===== src/rtl/operand_fetch_if.sv =====
// operand_fetch_if: decode-in, register-file, writeback and operand-out signals of the fetch stage
interface operand_fetch_if;
   logic        in_valid;
   logic        in_ready;
   logic [4:0]  rs1;
   logic [4:0]  rs2;
   logic        rs1_used;
   logic        rs2_used;
   logic [4:0]  rd;
   logic        rd_write;
   logic [4:0]  rf_addr1;
   logic [4:0]  rf_addr2;
   logic [31:0] rf_data1;
   logic [31:0] rf_data2;
   logic        wb_ena;
   logic [4:0]  wb_reg;
   logic [31:0] wb_data;
   logic        out_valid;
   logic        out_ready;
   logic [31:0] op1;
   logic [31:0] op2;
   logic [4:0]  out_rd;
   logic        out_rd_write;
   modport slave (
      input  in_valid, rs1, rs2, rs1_used, rs2_used, rd, rd_write,
      input  rf_data1, rf_data2, wb_ena, wb_reg, wb_data, out_ready,
      output in_ready, rf_addr1, rf_addr2, out_valid, op1, op2, out_rd, out_rd_write
   );
   modport master (
      output in_valid, rs1, rs2, rs1_used, rs2_used, rd, rd_write,
      output rf_data1, rf_data2, wb_ena, wb_reg, wb_data, out_ready,
      input  in_ready, rf_addr1, rf_addr2, out_valid, op1, op2, out_rd, out_rd_write
   );
endinterface


===== src/rtl/operand_fetch.sv =====
// operand_fetch: scoreboarded operand fetch with one-entry output bundle register
// Define OPFETCH_BYPASS_EN to forward same-cycle writeback data to pending sources.
module operand_fetch (
   input logic            clk,
   input logic            rst,
   operand_fetch_if.slave bus
);
   logic [31:0] r_pending;
   logic        r_out_valid;
   logic [31:0] r_op1;
   logic [31:0] r_op2;
   logic [4:0]  r_out_rd;
   logic        r_out_rd_write;
   logic        w_hit1;
   logic        w_hit2;
   logic        w_hazard;
   logic        w_ready;
   logic        w_accept;
   logic [31:0] w_src1;
   logic [31:0] w_src2;
   logic [31:0] w_set;
   logic [31:0] w_clr;
   logic [31:0] w_pending_nxt;
`ifdef OPFETCH_BYPASS_EN
   assign w_hit1 = bus.wb_ena && bus.wb_reg == bus.rs1 && bus.wb_reg != 5'd0;
   assign w_hit2 = bus.wb_ena && bus.wb_reg == bus.rs2 && bus.wb_reg != 5'd0;
`else
   assign w_hit1 = 1'b0;
   assign w_hit2 = 1'b0;
`endif
   assign bus.rf_addr1     = bus.rs1;
   assign bus.rf_addr2     = bus.rs2;
   assign bus.in_ready     = w_ready;
   assign bus.out_valid    = r_out_valid;
   assign bus.op1          = r_op1;
   assign bus.op2          = r_op2;
   assign bus.out_rd       = r_out_rd;
   assign bus.out_rd_write = r_out_rd_write;
   // hazard detection, handshake, operand selection and scoreboard next state
   always_comb begin
      w_hazard      = (bus.rs1_used && r_pending[bus.rs1] && !w_hit1) ||
                      (bus.rs2_used && r_pending[bus.rs2] && !w_hit2) ||
                      (bus.rd_write && bus.rd != 5'd0 && r_pending[bus.rd]);
      w_ready       = !rst && !w_hazard && (!r_out_valid || bus.out_ready);
      w_accept      = bus.in_valid && w_ready;
      w_src1        = bus.rs1 == 5'd0 ? 32'd0 : w_hit1 ? bus.wb_data : bus.rf_data1;
      w_src2        = bus.rs2 == 5'd0 ? 32'd0 : w_hit2 ? bus.wb_data : bus.rf_data2;
      w_set         = (w_accept && bus.rd_write && bus.rd != 5'd0) ? 32'd1 << bus.rd : 32'd0;
      w_clr         = (bus.wb_ena && bus.wb_reg != 5'd0) ? 32'd1 << bus.wb_reg : 32'd0;
      w_pending_nxt = ((r_pending & ~w_clr) | w_set) & ~32'd1;
   end
   // scoreboard and output bundle registers; a new reservation beats a same-cycle release
   always_ff @(posedge clk) begin
      if (rst) begin
         r_pending      <= 32'd0;
         r_out_valid    <= 1'b0;
         r_op1          <= 32'd0;
         r_op2          <= 32'd0;
         r_out_rd       <= 5'd0;
         r_out_rd_write <= 1'b0;
      end else begin
         r_pending <= w_pending_nxt;
         if (w_accept) begin
            r_out_valid    <= 1'b1;
            r_op1          <= w_src1;
            r_op2          <= w_src2;
            r_out_rd       <= bus.rd;
            r_out_rd_write <= bus.rd_write;
         end else if (bus.out_ready) begin
            r_out_valid <= 1'b0;
         end
      end
   end
endmodule


===== src/flat_wrapper.sv =====
// flat-port wrapper written by rule: the top's interface ports become plain ports
module operand_fetch_flat 
  (clk, rst, bus_in_valid, bus_rs1, bus_rs2, bus_rs1_used, bus_rs2_used, bus_rd, bus_rd_write, bus_rf_data1, bus_rf_data2, bus_wb_ena, bus_wb_reg, bus_wb_data, bus_out_ready, bus_in_ready, bus_rf_addr1, bus_rf_addr2, bus_out_valid, bus_op1, bus_op2, bus_out_rd, bus_out_rd_write);
  operand_fetch_if bus_i ();
  input logic clk;
  input logic rst;
  input wire logic [$bits(bus_i.in_valid)-1:0] bus_in_valid;
  input wire logic [$bits(bus_i.rs1)-1:0] bus_rs1;
  input wire logic [$bits(bus_i.rs2)-1:0] bus_rs2;
  input wire logic [$bits(bus_i.rs1_used)-1:0] bus_rs1_used;
  input wire logic [$bits(bus_i.rs2_used)-1:0] bus_rs2_used;
  input wire logic [$bits(bus_i.rd)-1:0] bus_rd;
  input wire logic [$bits(bus_i.rd_write)-1:0] bus_rd_write;
  input wire logic [$bits(bus_i.rf_data1)-1:0] bus_rf_data1;
  input wire logic [$bits(bus_i.rf_data2)-1:0] bus_rf_data2;
  input wire logic [$bits(bus_i.wb_ena)-1:0] bus_wb_ena;
  input wire logic [$bits(bus_i.wb_reg)-1:0] bus_wb_reg;
  input wire logic [$bits(bus_i.wb_data)-1:0] bus_wb_data;
  input wire logic [$bits(bus_i.out_ready)-1:0] bus_out_ready;
  output wire logic [$bits(bus_i.in_ready)-1:0] bus_in_ready;
  output wire logic [$bits(bus_i.rf_addr1)-1:0] bus_rf_addr1;
  output wire logic [$bits(bus_i.rf_addr2)-1:0] bus_rf_addr2;
  output wire logic [$bits(bus_i.out_valid)-1:0] bus_out_valid;
  output wire logic [$bits(bus_i.op1)-1:0] bus_op1;
  output wire logic [$bits(bus_i.op2)-1:0] bus_op2;
  output wire logic [$bits(bus_i.out_rd)-1:0] bus_out_rd;
  output wire logic [$bits(bus_i.out_rd_write)-1:0] bus_out_rd_write;
  assign bus_i.in_valid = bus_in_valid;
  assign bus_i.rs1 = bus_rs1;
  assign bus_i.rs2 = bus_rs2;
  assign bus_i.rs1_used = bus_rs1_used;
  assign bus_i.rs2_used = bus_rs2_used;
  assign bus_i.rd = bus_rd;
  assign bus_i.rd_write = bus_rd_write;
  assign bus_i.rf_data1 = bus_rf_data1;
  assign bus_i.rf_data2 = bus_rf_data2;
  assign bus_i.wb_ena = bus_wb_ena;
  assign bus_i.wb_reg = bus_wb_reg;
  assign bus_i.wb_data = bus_wb_data;
  assign bus_i.out_ready = bus_out_ready;
  assign bus_in_ready = bus_i.in_ready;
  assign bus_rf_addr1 = bus_i.rf_addr1;
  assign bus_rf_addr2 = bus_i.rf_addr2;
  assign bus_out_valid = bus_i.out_valid;
  assign bus_op1 = bus_i.op1;
  assign bus_op2 = bus_i.op2;
  assign bus_out_rd = bus_i.out_rd;
  assign bus_out_rd_write = bus_i.out_rd_write;
  operand_fetch u_core (.clk(clk), .rst(rst), .bus(bus_i));
endmodule

===== config.mk =====
export PLATFORM = sky130hd
export DESIGN_NAME = operand_fetch_flat
export DESIGN_NICKNAME = d
export VERILOG_FILES = /design/src/rtl/operand_fetch_if.sv /design/src/rtl/operand_fetch.sv /design/src/flat_wrapper.sv
export SDC_FILE = /design/constraint.sdc
export NUM_CORES = 1
export LEC_CHECK = 0
export CORE_ASPECT_RATIO = 0.75
export CORE_MARGIN = 4
export CORE_UTILIZATION = 40
export CTS_CLUSTER_DIAMETER = 200
export DETAILED_ROUTE_END_ITERATION = 10
export PLACE_DENSITY_LB_ADDON = 0.08
export SLEW_MARGIN = 20
export SYNTH_ARGS = -nofsm -noshare
export SYNTH_HDL_FRONTEND = slang
export SYNTH_SLANG_ARGS = --single-unit

===== constraint.sdc =====
create_clock -name clk -period 2.7 [get_ports clk]
set_input_delay 0.27 -clock clk [delete_from_list [all_inputs] [get_ports clk]]
set_output_delay 0.27 -clock clk [all_outputs]
set_load 0.02 [all_outputs]

==> impl_metrics.yaml <==
status:
  status: "complete, no violations"
place:
  gp_congestion: 0.9027
  placed_area_um2: 7234
  hpwl_mm: 12.39
  io_buffers: 173
sta:
  fmax_ghz: 0.3713
  relSlewSlack_pct: 60.55
  period_minus_slack_ns: 2.694
  setup_viol: 0
  worst_pin_slew_ns: 0.5900
  hold_viol_final: 0
  finalMaxSlewViolations: 0
  rsz0062_at_grt: "true"
  fin_skew_ns: 0.007320
  finalCritPeriodShare_pct: 99.76
pwr:
  power.internal_mw: 2.876
  power_density_nw_per_um2: 489.1
  power_frac_comb_pct: 19.7
  leakage_nw: 3.230
  netSwitchingFraction_pct: 24.94
  p_clk_share_pct: 38.8
  seq_power_share_pct: 41.4
  power.total_mw: 3.832
  ir_drop_v: 0.0003746
  power_switching_mw: 0.9554
yosys:
  yosysSeqAreaShare_pct: 39.74
  yosys.area.top_type: "dfxtp_1"
  synthTopCellsByCount: "nand2_1, dfxtp_1, mux2i_1"
  yosysTopAreaCellShare_pct: 39.74
  ys_warn_count: 0
  synthTopCellsByArea: "dfxtp_1, mux2i_1, nand2_1"
  synth-edff-count: 0
  syn_nets: 677
  synth_flop_cell: "dfxtp_1"
  synth.distinct_cells: 45
  postSynthAreaPerCell_um2: 9.292
  ys_seq_elements: 102
  netlist_area_um2: 5139
  yosysMostFrequentCell: "nand2_1"
  postSynthCellCount: 553
  async_flop_share_pct: 0
clock_network:
  tritoncts: "done"
  clk_latency_ns: 0.34
  cts_made_buffers: 9
  htree_levels: 3
  clock_path_buffers: 2
  clock-sinks: 102
  cts_root_buffer: "clkbuf_16"
  clkTransAtPathRegs_ns: 0.07
  ctsHoldBuffers: 0
global_route:
  grt_antenna_before_repair: 0
  gr-usage-all-layers_pct: 22.18
  grt_max_degree: 102
  grt_pass1_vias: 4851
  grt-ovfl-total: 0
  grt_first_pass_wirelength_mm: 26.32
finish:
  fin_nets: 866
  final_util_pct: 62.99
  areaGrowthSynthToFinish_pct: 52.45
  diodes: 0
  fin_area_um2: 7834
  drive_gt1_share_pct: 17.29
routing:
  dr.pass1.iters: 4
  avgRoutedWirePerCell_um: 18.71
  ant_nets: 0
  top_layer: "met4"
  routed-wl-met2_mm: 7.466
  met1_length_mm: 7.542
  drc: 0
  vias_per_cell: 5.531
  vias: 5044
  drt_iter0_drc: 489
  wl_mm: 17.06
  met3_length_mm: 1.782
min_path:
  hp-class: "flip-flop to flip-flop"
die:
  die_height_um: 106.2
  die_x_um: 138.9
  start_util_pct: 41.32
  rows: 35
  die_area_um2: 14740
  core-area_um2: 12440
  io_pins: 206
setup_path:
  cpMostUsedCell: "buf_12"
  worst_setup_path_start_kind: "flip-flop"
  crit_slowest_cell: "or4_4"
  cp_max_fo: 16
  path_class: "flip-flop to flip-flop"
  cp-end-kind: "flip-flop"
  arrival_ns: 2.92
  worstPathCellList: "mux4_2 > a22o_1 > or4_4 > buf_4 > a31oi_4 > buf_12 > nand2_8 > buf_12 > o31ai_1"
  cp.required_ns: 2.93
  critPathMaxStageDelay_ns: 0.52
  r2r_slack_ns: 0.006
job:
  drv.max_cap_violation_count: 0
==> per-layer routing <==
| metal | up-vias | track usage [%] |
|---|---|---|
| li1 | 2361 | - |
| met1 | 2422 | 31.43 |
| met2 | 240 | 33.58 |
| met3 | 21 | 6.565 |
| met4 | 0 | 4.749 |
| met5 | - | 0 |
==> stage by stage <==
| stage | instances | setup WS [ns] | TNS, ns | hold WS (ns) |
|---|---|---|---|---|
| detailed placement | 887 | -0.6250 | -53.82 | 0.4513 |
| CTS | 909 | 0.03010 | 0 | 0.4612 |
| finish | 912 | 0.006415 | 0 | 0.4569 |
| global placement | 887 | -0.5701 | -45.22 | 0.4436 |
| floorplan | 553 | 0.07258 | 0 | 0.3391 |
| global route | 912 | -0.03581 | -0.2844 | 0.4665 |
==> final cells by class <==
cell class / instances / area [um^2]
multi-input combinational: 397 / 2938
clock buffer: 10 / 239.0
sequential: 102 / 2049
timing repair buffer: 230 / 2286
inverter: 2 / 7.507
fill: 1069 / 4603
tap: 166 / 207.7
clock inverter: 5 / 106.4
==> cell usage in the layout (no fill, tap or decap), types with 3 or more instances in the layout <==
cell	n
o31ai_2	14
clkdlybuf4s50_1	168
dlygate4sd2_1	3
o31ai_1	15
nand3_1	25
dfxtp_1	96
a31o_1	6
nand2_1	146
nor2_1	12
mux2i_1	72
buf_4	46
mux4_2	19
mux2_2	3
buf_12	6
nor2b_1	9
dfxtp_2	6
nand3b_1	5
clkbuf_16	10
o311ai_0	7
nand2b_1	3
bufinv_16	3
and2_1	4
o211ai_1	11
and3_1	7
==> cell families (layout without fill, tap and decap cells) <==
| group | Yosys count | in the layout | synth area share (%) |
|---|---|---|---|
| DFF | 102 | 102 | 39.74 |
| muxes | 94 | 94 | 23.01 |
| AOI/OAI and AO/OA | 75 | 75 | 11.61 |
| and+or+nand+nor | 227 | 228 | 19.82 |
| buffers and inverters | 55 | 247 | 5.819 |
==> final timing paths <==
path / cells past startpoint / to / startpoint
hold reg to reg: 2 / u_core.bus.op1[16] / u_core.bus.op1[16]
setup / recovery: 9 / u_core.r_pending[15] / u_core.r_pending[10]
hold / removal: 2 / u_core.bus.op1[16] / u_core.bus.op1[16]
setup reg to reg: 9 / u_core.r_pending[15] / u_core.r_pending[10]
==> critical path, delay by kind of cell (launching register included) <==
| kind | cells | cell delay [ns] |
|---|---|---|
| AOI/OAI and AO/OA | 3 | 0.66 |
| and+or+nand+nor | 2 | 0.61 |
| buffers and inverters | 3 | 0.49 |
| muxes | 1 | 0.47 |
| DFF | 1 | 0.35 |
==> power groups by stage <==
| stage | logic, mW | registers (mW) | clock network (mW) |
|---|---|---|---|
| floorplan | 0.276 | 1.68 | 0 |
| global placement | 0.703 | 1.62 | 0 |
| detailed placement | 0.714 | 1.62 | 0 |
| CTS | 0.734 | 1.59 | 1.52 |
| global route | 0.806 | 1.59 | 1.58 |
| finish | 0.756 | 1.59 | 1.49 |
==> flip-flops by register name, indices dropped and copies added (netlist names) <==
signal and count:
u_core.bus.out_rd 5, u_core.bus.op1 32, u_core.bus.out_valid 1, u_core.bus.op2 32, u_core.r_pending 31, u_core.bus.out_rd_write 1
==> what timing repair did <==
| item | 4_1_cts | 5_1_grt |
|---|---|---|
| cloned | 1 | 2 |
| setup buffers | 6 | 1 |
| resized for setup | 20 | 25 |
| pin swaps | 5 | 2 |
| setup endpoints to repair | 103 | 94 |
(Power assumes the default switching activity.)
